## src/rtl/stack_pkg.sv

```systemverilog
// Shared definitions for the stack access unit: opcodes, FSM states,
// default stack bounds and a small opcode classification helper.
package stack_pkg;

  localparam logic [1:0] OP_PUSH = 2'h0;
  localparam logic [1:0] OP_POP  = 2'h1;
  localparam logic [1:0] OP_CALL = 2'h2;
  localparam logic [1:0] OP_RET  = 2'h3;

  // Empty-stack pointer and lowest legal slot; the stack grows downward.
  localparam logic [7:0] DEF_STACK_TOP    = 8'h3E;
  localparam logic [7:0] DEF_STACK_BOTTOM = 8'h00;

  typedef enum logic [2:0] {
    S_IDLE,
    S_WR_LO,
    S_WR_HI,
    S_RD_LO,
    S_RD_HI,
    S_RD_CAP,
    S_DONE,
    S_ERR
  } stack_state_t;

  // PUSH and CALL store a 16-bit value; POP and RET load one.
  function automatic logic is_write_op(input logic [1:0] op);
    return (op == OP_PUSH) || (op == OP_CALL);
  endfunction

endpackage

```

## src/rtl/stack_access_unit_bound_check.sv

```systemverilog
// Combinational stack bound checker. Evaluates the request opcode against
// the current stack pointer using 9-bit arithmetic so sp+2 cannot wrap.
// Only instantiated when STACK_FAULT_EN is defined.
module stack_bound_check
  import stack_pkg::*;
#(
  parameter logic [7:0] STACK_TOP    = DEF_STACK_TOP,
  parameter logic [7:0] STACK_BOTTOM = DEF_STACK_BOTTOM
) (
  input  logic [1:0] op_code,
  input  logic [7:0] sp_in,
  output logic       fault
);

  logic [8:0] sp_ext;

  // Writes fault outside [bottom, top]; reads fault when nothing is stacked.
  always_comb begin
    sp_ext = {1'b0, sp_in};
    if (is_write_op(op_code)) begin
      fault = (sp_ext < {1'b0, STACK_BOTTOM}) || (sp_ext > {1'b0, STACK_TOP});
    end else begin
      fault = (sp_ext + 9'd2) > {1'b0, STACK_TOP};
    end
  end

endmodule

```

## src/rtl/stack_access_unit.sv

```systemverilog
// Stack memory sequencer: accepts one PUSH/POP/CALL/RET at a time, moves the
// 16-bit operand as two byte transfers, then strobes stack_command so the
// pointer controller commits the +/-2 adjustment.
// Optional feature macro: STACK_FAULT_EN enables bound checking, the ERR
// state, op_err and the sticky stack_fault flag.
module stack_access_unit
  import stack_pkg::*;
#(
  parameter logic [7:0] STACK_TOP    = DEF_STACK_TOP,
  parameter logic [7:0] STACK_BOTTOM = DEF_STACK_BOTTOM
) (
  input  logic        clk,
  input  logic        rst_n,
  input  logic        op_valid,
  output logic        op_ready,
  input  logic [1:0]  op_code,
  input  logic [15:0] push_data,
  input  logic [7:0]  sp_in,
  output logic [7:0]  mem_addr,
  output logic [7:0]  mem_wdata,
  output logic        mem_we,
  output logic        mem_re,
  input  logic [7:0]  mem_rdata,
  output logic [15:0] pop_data,
  output logic        pop_valid,
  output logic        jump_valid,
  output logic [15:0] jump_addr,
  output logic        stack_command,
  output logic [1:0]  stack_ctl,
  output logic        op_done,
  output logic        op_err,
  output logic        stack_fault
);

  stack_state_t state_q, state_d;
  logic [7:0]   sp_q, sp_d;
  logic [15:0]  data_q, data_d;
  logic [1:0]   ctl_q, ctl_d;
  logic [7:0]   rd_lo_q, rd_lo_d;
  logic [15:0]  pop_data_q, pop_data_d;
  logic         req_fault;
  logic         accept;

  assign accept = op_valid && (state_q == S_IDLE);

`ifdef STACK_FAULT_EN
  logic fault_q, fault_d;

  stack_bound_check #(
    .STACK_TOP    (STACK_TOP),
    .STACK_BOTTOM (STACK_BOTTOM)
  ) u_bound_check (
    .op_code (op_code),
    .sp_in   (sp_in),
    .fault   (req_fault)
  );

  assign stack_fault = fault_q;
`else
  // Bounds only matter to the fault checker; keep them referenced here.
  logic [15:0] unused_cfg;
  assign unused_cfg  = {STACK_TOP, STACK_BOTTOM};
  assign req_fault   = 1'b0;
  assign stack_fault = 1'b0;
`endif

  // State and datapath registers; reset aborts any transfer in flight.
  // NOTE: every flop here is a plain register with a known reset value and
  // is updated with <= so all of them sample the pre-edge values together.
  always_ff @(posedge clk or negedge rst_n) begin
    if (!rst_n) begin
      state_q    <= S_IDLE;
      sp_q       <= '0;
      data_q     <= '0;
      ctl_q      <= '0;
      rd_lo_q    <= '0;
      pop_data_q <= '0;
    end else begin
      state_q    <= state_d;
      sp_q       <= sp_d;
      data_q     <= data_d;
      ctl_q      <= ctl_d;
      rd_lo_q    <= rd_lo_d;
      pop_data_q <= pop_data_d;
    end
  end

`ifdef STACK_FAULT_EN
  // Sticky fault flag, cleared only by reset.
  always_ff @(posedge clk or negedge rst_n) begin
    if (!rst_n) begin
      fault_q <= 1'b0;
    end else begin
      fault_q <= fault_d;
    end
  end

  // Set the flag on the acceptance edge so it is visible during ERR.
  always_comb begin
    fault_d = fault_q;
    if (accept && req_fault) begin
      fault_d = 1'b1;
    end
  end
`endif

  // Next-state logic: write path, read path, or straight to ERR.
  // NOTE: state_d gets a default before the case so no branch can leave it
  // unassigned and infer a latch.
  always_comb begin
    state_d = state_q;
    unique case (state_q)
      S_IDLE: begin
        if (op_valid) begin
          if (req_fault) begin
`ifdef STACK_FAULT_EN
            state_d = S_ERR;
`else
            state_d = S_IDLE;
`endif
          end else if (is_write_op(op_code)) begin
            state_d = S_WR_LO;
          end else begin
            state_d = S_RD_LO;
          end
        end
      end
      S_WR_LO:  state_d = S_WR_HI;
      S_WR_HI:  state_d = S_DONE;
      S_RD_LO:  state_d = S_RD_HI;
      S_RD_HI:  state_d = S_RD_CAP;
      S_RD_CAP: state_d = S_DONE;
      S_DONE:   state_d = S_IDLE;
      default:  state_d = S_IDLE;
    endcase
  end

  // Request capture and read-data assembly; pop_data updates only as a
  // complete word so it holds the previous result until the next POP/RET.
  always_comb begin
    sp_d       = sp_q;
    data_d     = data_q;
    ctl_d      = ctl_q;
    rd_lo_d    = rd_lo_q;
    pop_data_d = pop_data_q;
    if (accept) begin
      sp_d   = sp_in;
      data_d = push_data;
      ctl_d  = op_code;
    end
    if (state_q == S_RD_HI) begin
      rd_lo_d = mem_rdata;
    end
    if (state_q == S_RD_CAP) begin
      pop_data_d = {mem_rdata, rd_lo_q};
    end
  end

  // Moore outputs decoded from the current state.
  always_comb begin
    op_ready      = 1'b0;
    mem_addr      = '0;
    mem_wdata     = '0;
    mem_we        = 1'b0;
    mem_re        = 1'b0;
    pop_valid     = 1'b0;
    jump_valid    = 1'b0;
    stack_command = 1'b0;
    op_done       = 1'b0;
    op_err        = 1'b0;
    unique case (state_q)
      S_IDLE: op_ready = 1'b1;
      S_WR_LO: begin
        mem_addr  = sp_q;
        mem_wdata = data_q[7:0];
        mem_we    = 1'b1;
      end
      S_WR_HI: begin
        mem_addr  = sp_q + 8'd1;
        mem_wdata = data_q[15:8];
        mem_we    = 1'b1;
      end
      S_RD_LO: begin
        mem_addr = sp_q + 8'd2;
        mem_re   = 1'b1;
      end
      S_RD_HI: begin
        mem_addr = sp_q + 8'd3;
        mem_re   = 1'b1;
      end
      S_RD_CAP: ;
      S_DONE: begin
        stack_command = 1'b1;
        op_done       = 1'b1;
        pop_valid     = (ctl_q == OP_POP);
        jump_valid    = (ctl_q == OP_RET);
      end
`ifdef STACK_FAULT_EN
      S_ERR: begin
        op_done = 1'b1;
        op_err  = 1'b1;
      end
`endif
      default: ;
    endcase
  end

  assign pop_data  = pop_data_q;
  assign jump_addr = pop_data_q;
  assign stack_ctl = ctl_q;

endmodule

```

## config.mk

```make
export PLATFORM = sky130hd
export DESIGN_NAME = stack_access_unit
export DESIGN_NICKNAME = d
export VERILOG_FILES = /design/src/rtl/stack_pkg.sv /design/src/rtl/stack_access_unit_bound_check.sv /design/src/rtl/stack_access_unit.sv
export SDC_FILE = /design/constraint.sdc
export NUM_CORES = 1
export LEC_CHECK = 0
export CORE_MARGIN = 2
export CORE_UTILIZATION = 49
export DETAILED_ROUTE_END_ITERATION = 16
export PLACE_DENSITY = 0.89
export REMOVE_ABC_BUFFERS = 1
export SETUP_SLACK_MARGIN = 0.1
export SLEW_MARGIN = 15
export SYNTH_ARGS = -nofsm -noshare
export SYNTH_HDL_FRONTEND = slang
export SYNTH_SLANG_ARGS = --single-unit
```

## constraint.sdc

```tcl
create_clock -name clk -period 5.4 [get_ports clk]
set_clock_uncertainty 0.15 [all_clocks]
set_input_delay 0.81 -clock clk [delete_from_list [all_inputs] [get_ports clk]]
set_output_delay 0.81 -clock clk [all_outputs]
set_load 0.005 [all_outputs]
```

---- After elaboration in Yosys (flattened, before gate mapping) ----
Cells that the tools add are included.
storage, ports and cells
  input bits .............................. 37
  output and inout bits ................... 59
  register bits after elaboration ......... 53
cells by class
  muxes and demuxes ....................... 11
  add/sub/neg operators ................... 3
  equality and inequality tests ........... 10
  reduce and logical (&&, ||, !) cells .... 7
operators with widths
  kind                                           number
  case mux 8 bit (4 select lines)                1
  adder 8 x 2 -> 8 bit, second input constant    2
  case mux 8 bit (2 select lines)                1
  case mux 3 bit (5 select lines)                1
  == test 3 bit, second input constant           3
  adder 8 x 1 -> 8 bit, second input constant    1
  == test 3 x 2 -> 1 bit, second input constant  2
  2-to-1 mux 1 bit                               6
  OR reduction 2 bit                             3
  == test 2 bit, second input constant           2
  == test 3 x 1 -> 1 bit, second input constant  1
  logical NOT 3 bit                              1
  2-to-1 mux 3 bit                               1
  == test 2 x 1 -> 1 bit, second input constant  1
  logical NOT 2 bit                              1
  2-to-1 mux 2 bit                               1
  != test 2 bit, second input constant           1
  logical AND 1 bit                              1
  logical OR 1 bit                               1

---- Depth between registers and ports, before layout ----
Gate-level depths: netlist of the first run.
  depth in word-level cells ............... 5
  mapped depth ............................ 8

---- Worst setup path after synthesis of the first run ----
Ideal clock, no wire load.
  kind .................................... reg2out
  start ................................... reg state_q[0]
  end ..................................... out mem_addr[6]
  slack ................................... 2.504 ns
  path buffers ............................ 1
  arrival ................................. 1.936 ns
  cell stages (with the launch flop) ...... 9
  data required time ...................... 4.440 ns
  path through ............................ dfrtp_1 nor3b_2 buf_2 xor2_1 ha_1 nand3_1 and3_1 o21ai_0 o21ai_0
on the way
  word-level cells in the longest chain between the ends .. 2
  elaborated cells between the ends (all ways) .. 5
ends and longest elaborated chain
  what                                   RTL line                  text
  start, declared                        stack_access_unit.sv:35   stack_state_t state_q, state_d;
  start signal, assigned                 stack_access_unit.sv:79   state_q <= state_d;
  == test 3 bit (tied with other cells)  stack_access_unit.sv:171  unique case (state_q)
  case mux 8 bit (4 select lines) (*)    stack_access_unit.sv:171
  end, declared                          stack_access_unit.sv:19   output logic [7:0] mem_addr,
Every way passes the cells marked *; elsewhere a longest branch is shown, timed or not.

---- Worst setup path in the final report of the first run ----
  start ................................... reg state_q[2]
  end ..................................... out mem_addr[2]
Same word-level chain as after synthesis.

==> results of run 1 <==
## cells in the final DEF (no fill, tap or decap), types with 2 or more instances in the layout
cell             count
xnor2_1              2
nor3_1               3
o21ai_0             10
nand2_1              8
o21a_1               2
and2_1               4
clkdlybuf4s50_1     92
ha_1                 3
a22oi_1              8
mux2i_1              2
conb_1               2
a21oi_1              6
and3_1               3
mux2_2              49
nand4_1              2
dfrtp_1             53
xor2_1               3
clkbuf_8             5
nor2b_1              2
nand3_1              8
buf_4                2
inv_1                2
nor2_1              18
or3_1                2
a22o_1               4
## layer usage
layer / wire length, µm / up-vias / GRT usage (%)
met4: 126 / 0 / 6.90
met5: 0 / - / 0
met1: 2510 / 990 / 26.8
li1: - / 976 / -
met2: 3020 / 63 / 33.2
met3: 258 / 8 / 3.18
## critical path, stage by stage, from the launching register on
cell and delay, ns:
dfrtp_1 0.78, nor3b_2 0.27, buf_4 0.26, xor2_1 0.17
ha_1 0.28, xor2_1 0.16, a21oi_1 0.08, o21ai_0 0.25
clkdlybuf4s50_1 0.55
## report_power, final
group / switching [mW] / internal, mW / leakage (nW)
combinational: 0.435 / 0.768 / 0.811
sequential: 0.218 / 0.600 / 0.629
clock: 0.130 / 0.0922 / 0.0445
total: 0.783 / 1.46 / 1.48
## cells by family after synthesis
kind of cell    synth area share [%]
compound gates                  9.73
xor+xnor                        1.59
fa+ha+maj                       1.73
buf+inv                         8.45
flops                           48.2
mux                             20.8
other cells                    0.136
simple gates                    9.41
## sequential cells by signal, indices dropped and copies added (netlist names)
name / count
sp_q: 8
stack_ctl: 2
rd_lo_q: 8
jump_addr: 16
data_q: 16
state_q: 3
## synthesized netlist by cell type (all sizes together), types with 4 or more instances
cell | instances | area, µm²
nand3 | 8 | 40.0
mux2 | 49 | 552
dfrtp | 53 | 1330
a22o | 4 | 35.0
buf | 28 | 199
and2 | 5 | 31.3
a21oi | 6 | 30.0
o21ai | 10 | 50.1
nor2 | 18 | 67.6
clkbuf | 6 | 22.5
a22oi | 8 | 60.1
nand2 | 8 | 30.0
## final cells by class
| class | count | area share, % |
|---|---|---|
| Sequential cell | 53 | 36.3 |
| Inverter | 3 | 0.308 |
| Clock inverter | 3 | 0.582 |
| Clock buffer | 5 | 1.88 |
| Timing Repair Buffer | 95 | 25.7 |
| Tap cell | 72 | 2.46 |
| Multi-Input combinational cell | 154 | 32.8 |
## worst paths after layout
kind | start | endpoint | slack [ns] | cells after the start
worst max-delay path | state_q[2] | mem_addr[2] | 1.32 | 8
worst min-delay path | rd_lo_q[0] | rd_lo_q[0] | 0.36 | 1
worst max register to register | state_q[1] | data_q[8] | 3.06 | 3
worst min register to register | rd_lo_q[0] | rd_lo_q[0] | 0.36 | 1
max in group asynchronous | rst_n | stack_ctl[0] | 4.21 | 2
min in group asynchronous | rst_n | jump_addr[5] | 0.45 | 2
## metrics by stage
step / cell area [µm²] / std cells / hold slack, ns / utilization [%]
after floorplan: 2530 / 210 / 0.327 / -
after global placement: 3570 / 377 / 0.335 / 65.2
after detailed placement: 3570 / 377 / 0.342 / 65.2
after CTS: 3660 / 385 / 0.365 / 66.8
after global routing: 3660 / 385 / 0.380 / 66.8
final: 3660 / 385 / 0.363 / 66.8
==> reports/qor.csv, run 1 <==
metric,value,unit
H-tree levels,2,
Post-synth top flop,dfrtp_1,
total track usage,20.0,%
Root Driver,clkbuf_8,
"Setup Fix Bufs, Post-CTS",0,
actual transition at the worst max-transition pin,0.782,ns
worst hold path type,flop to flop,
largest net degree at the start of global routing,54,
GPL Wtd Cong,0.963,
Via density,5.29,
Tot Pwr,2.24,mW
max-cap violation count,0,
Die H,79.0,µm
area of the multi-input gates,0.00120,mm²
final-layout fill cell count,439,
area grow syn2layout,32.9,%
Max VDD drop,0.338,mV
Syn. warnings,0,
Post-synth EDFFs,0,
Setup WS post-layout,1.32,ns
remaining antenna violation count,0,
Final Cycle Share,75.6,%
CP startpoint kind,flop,
post-synthesis cell count,243,
Place WS,1.64,ns
Final Hold Viols,0,
# setup viols final,0,
"Reg clk slew, reported paths",0.10,ns
first-pass GRT wire length,9800,µm
Final nets,352,
Die Wd,79.0,µm
synthesized flop and latch total,53,
Pins Over Slew Limit,0,
RSZ-0062 raised after global routing,no,
post-DP HPWL,4340,µm
Worst Setup End Kind,output port,
CTS-repair resized insts,0,
CTS Hold Buffers Added,0,
Setup CP Type,flop to output port,
drt pass-1 iters,4,
die area,0.00623,mm²
# IOs,96,
CP max FO,23,
initial core utilization,50.3,%
Clock Path Buffers,2,
P_leak,1.48,nW
outcome,completed,
I/O Buffers,93,
initial antenna violation count,0,
layout cells sized above 1,20.1,%
post-synth cell types,39,
Slew HR,47.8,%
CTS tree,done,
number of global-route vias before repair,2050,
Fin Setup TNS,0,ns
core footprint,0.00547,mm²
synthesized cell area,0.00275,mm²
Avg WL per Cell,15.4,µm
Critical Path AT,3.12,ns
diode count,0,
CTS buffer count,5,
Via Count,2037,
PD cells,614,mW/mm²
row count,27,
GR Overflow Total,0,
Register Area,0.00133,mm²
Sink Count,53,
fmax,245,MHz
average cell area after synthesis,11.3,µm²
post-layout minimum cycle time,4.08,ns
Synth async-reset ratio,100,%
clk_lat worst skew,0.30,ns
DRT iter0 DRCs,141,
Required @ worst endpoint,4.44,ns
total wire length,5910,µm
"Seq/Total Area, Yosys",48.2,%
Remaining DRCs,0,
Power figures use the tool's default switching activity.
==> run 2: changes to the inputs <==
CORE_UTILIZATION = 41   (was 49)
PLACE_DENSITY = 0.8   (was 0.89)
clock period = 3.4 ns   (was 5.4 ns; I/O delays follow)
==> run 2 against run 1 <==
  * Critical path depth did not move
  * Combinational power rose by 74%
  * Sequential share of layout area fell by 0.81 points
  * Setup slack got worse by 0.98 ns
  * Worst hold slack got worse by 0.27 ns
  * Non-clock buffer count rose by 10
  * Register-to-register slack got worse by 2.0 ns
  * First-iteration DRC count fell by 23%
  * Clock-buffer cell count did not move
  * Die area rose by 18%
  * Power rose by 64%
  * Largest cell class unchanged
  * Largest power group unchanged
  * Highest routed layer unchanged
==> reports/qor.csv, run 2 (same netlist as run 1, synthesis figures left out) <==
metric,value,unit,change
initial antenna violation count,0,,unchanged
post-DP HPWL,4500,µm,+3.5%
CTS tree,done,,
die area,0.00738,mm²,+18%
slowest CP cell,dfrtp_2,,
worst r2r path cells,5,,+2
H-tree levels,2,,unchanged
CP max FO,9,,-61%
Comb pwr share,56.9,%,+3.3 points
RSZ-0062 raised after global routing,no,,
row count,29,,+7.4%
Setup crit start,state_q[0],,
number of global-route vias before repair,2027,,-1.1%
Switching Share,34.7,%,-0.17 points
Final nets,362,,+2.8%
Tot Pwr,3.67,mW,+64%
layout cells sized above 1,23.0,%,+2.9 points
Net Switching,1.27,mW,+63%
Place WS,0.507,ns,-1.14 ns
CP max stage delay,0.48,ns,-0.30 ns
Setup WS post-layout,0.335,ns,-0.984 ns
Final Core Density,58.3,%,-8.5 points
drt pass-1 iters,4,,unchanged
Slew HR,53.1,%,+5.4 points
Worst Setup End Kind,output port,,
Die Wd,85.9,µm,+8.8%
Sink Count,53,,unchanged
core footprint,0.00642,mm²,+17%
actual transition at the worst max-transition pin,0.703,ns,-0.0788 ns
first-pass GRT wire length,9950,µm,+1.5%
# setup viols final,0,,unchanged
clk_lat worst skew,0.30,ns,about the same
total track usage,17.0,%,-3.0 points
Via density,5.15,,-2.7%
Reg2Reg Launch Point,state_q[1],,
final-layout fill cell count,528,,+20%
PD cells,979,mW/mm²,+60%
Avg WL per Cell,15.4,µm,+0.34%
area grow syn2layout,36.1,%,
remaining antenna violation count,0,,unchanged
# IOs,96,,unchanged
"commonest non-fill, non-tap cell in the layout",clkdlybuf4s50_1,,
Critical Path AT,2.40,ns,-0.72 ns
"commonest non-fill, non-tap cells in the layout","clkdlybuf4s50_1, dfrtp_1, mux2_2",,
P_leak,1.53,nW,+3.3%
Remaining DRCs,0,,unchanged
diode count,0,,unchanged
Required @ worst endpoint,2.74,ns,-1.70 ns
Setup CP Type,flop to output port,,
GR Overflow Total,0,,unchanged
post-layout minimum cycle time,3.06,ns,
"Reg clk slew, reported paths",0.10,ns,about the same
GPL Wtd Cong,0.843,,-12%
outcome,completed,,
I/O Buffers,93,,unchanged
total wire length,6150,µm,+4.0%
worst hold path type,primary input to async pin,,
DRT iter0 DRCs,109,,-23%
Root Driver,clkbuf_8,,
max-cap violation count,0,,unchanged
Pins Over Slew Limit,0,,unchanged
Final Cycle Share,90.1,%,
fmax,326,MHz,
Via Count,2054,,+0.83%
Clock Path Buffers,2,,unchanged
cell mode on critical path,o21ai_0,,
Fin Setup TNS,0,ns,unchanged
Final Hold Viols,0,,unchanged
Die H,85.9,µm,+8.8%
Area after DPL,0.00362,mm²,+1.6%
initial core utilization,42.9,%,-7.4 points
register share of total power,33.6,%,-2.9 points
crit-path cells,"nor3b_2, xor2_1, ha_2, nand3_1, and3_1, o21ai_0, o21ai_0, clkdlybuf4s50_1",,
CTS buffer count,5,,unchanged
Finished Cell Area,0.00375,mm²,+2.5%
largest net degree at the start of global routing,33,,-39%
Internal,2.40,mW,+64%
Max VDD drop,0.529,mV,+57%
CP startpoint kind,flop,,
clock share of power,9.4,%,-0.5 points
run 2: cell types whose count changed in the layout (fill, tap and decap cells not counted), sizes merged:
cell and delta:
buf +10, clkinvlp -1
run 2: final timing paths:
check                                end  slack [ns]
max                          mem_addr[6]        0.34
min                        jump_addr[15]        0.09
max reg2reg                      sp_q[5]        1.07
min reg2reg                    data_q[6]        0.37
max in group asynchronous        sp_q[3]        2.26
min in group clk               data_q[6]        0.37
run 2: worst max-delay path: cells and delay by family (launching register included):
| family | cells | cell delay (ns) |
|---|---|---|
| DFF | 1 | 0.48 |
| xor gates and xnor gates | 1 | 0.17 |
| and+or+nand+nor | 3 | 0.49 |
| AOI/OAI and AO/OA | 2 | 0.27 |
| adders and majority gates | 1 | 0.26 |
| buffers and inverters | 1 | 0.45 |
run 2: cell type report:
type,count,area [µm²],area share [%]
clock buffers,5,68.8,1.84
clock inverters,2,13.8,0.367
inverters,3,11.3,0.301
multi-input cells,154,1200,32.0
flip-flops and latches,53,1330,35.5
well taps,77,96.3,2.57
repair buffers,105,1030,27.4
run 2: per-stage QoR:
| step | std cells | hold WS, ns |
|---|---|---|
| 6_report | 399 | 0.0928 |
| 5_1_grt | 399 | 0.142 |
| 4_1_cts | 394 | 0.114 |
| 3_5_place_dp | 387 | 0.346 |
| 3_3_place_gp | 387 | 0.334 |
| 2_1_floorplan | 210 | 0.0644 |
run 2: power groups by stage:
stage	clock, mW	combinational [mW]	sequential (mW)
2_1_floorplan	0	0.946	1.25
3_3_place_gp	0	2.00	1.23
3_5_place_dp	0	2.04	1.26
4_1_cts	0.358	2.06	1.24
5_1_grt	0.387	2.29	1.28
6_report	0.347	2.09	1.23
run 2: layer usage:
| metal | global-route usage [%] | vias to the layer above | wire length, µm |
|---|---|---|---|
| li1 | - | 995 | - |
| met1 | 23.0 | 997 | 2750 |
| met2 | 28.0 | 55 | 3030 |
| met3 | 3.85 | 7 | 299 |
| met4 | 4.04 | 0 | 75 |
| met5 | 0 | - | 0 |
run 2: what timing repair did:
action | in CTS | in global routing
setup endpoints to repair | 0 | 6
gates resized for setup | 0 | 3
setup buffers | 0 | 5
hold buffers | 0 | 0
==> run 3: changes to the inputs <==
CAP_MARGIN = 20   (was not set)
==> results of run 3 <==
Same layout as run 2: the final DEF is identical, and so are final timing and power.
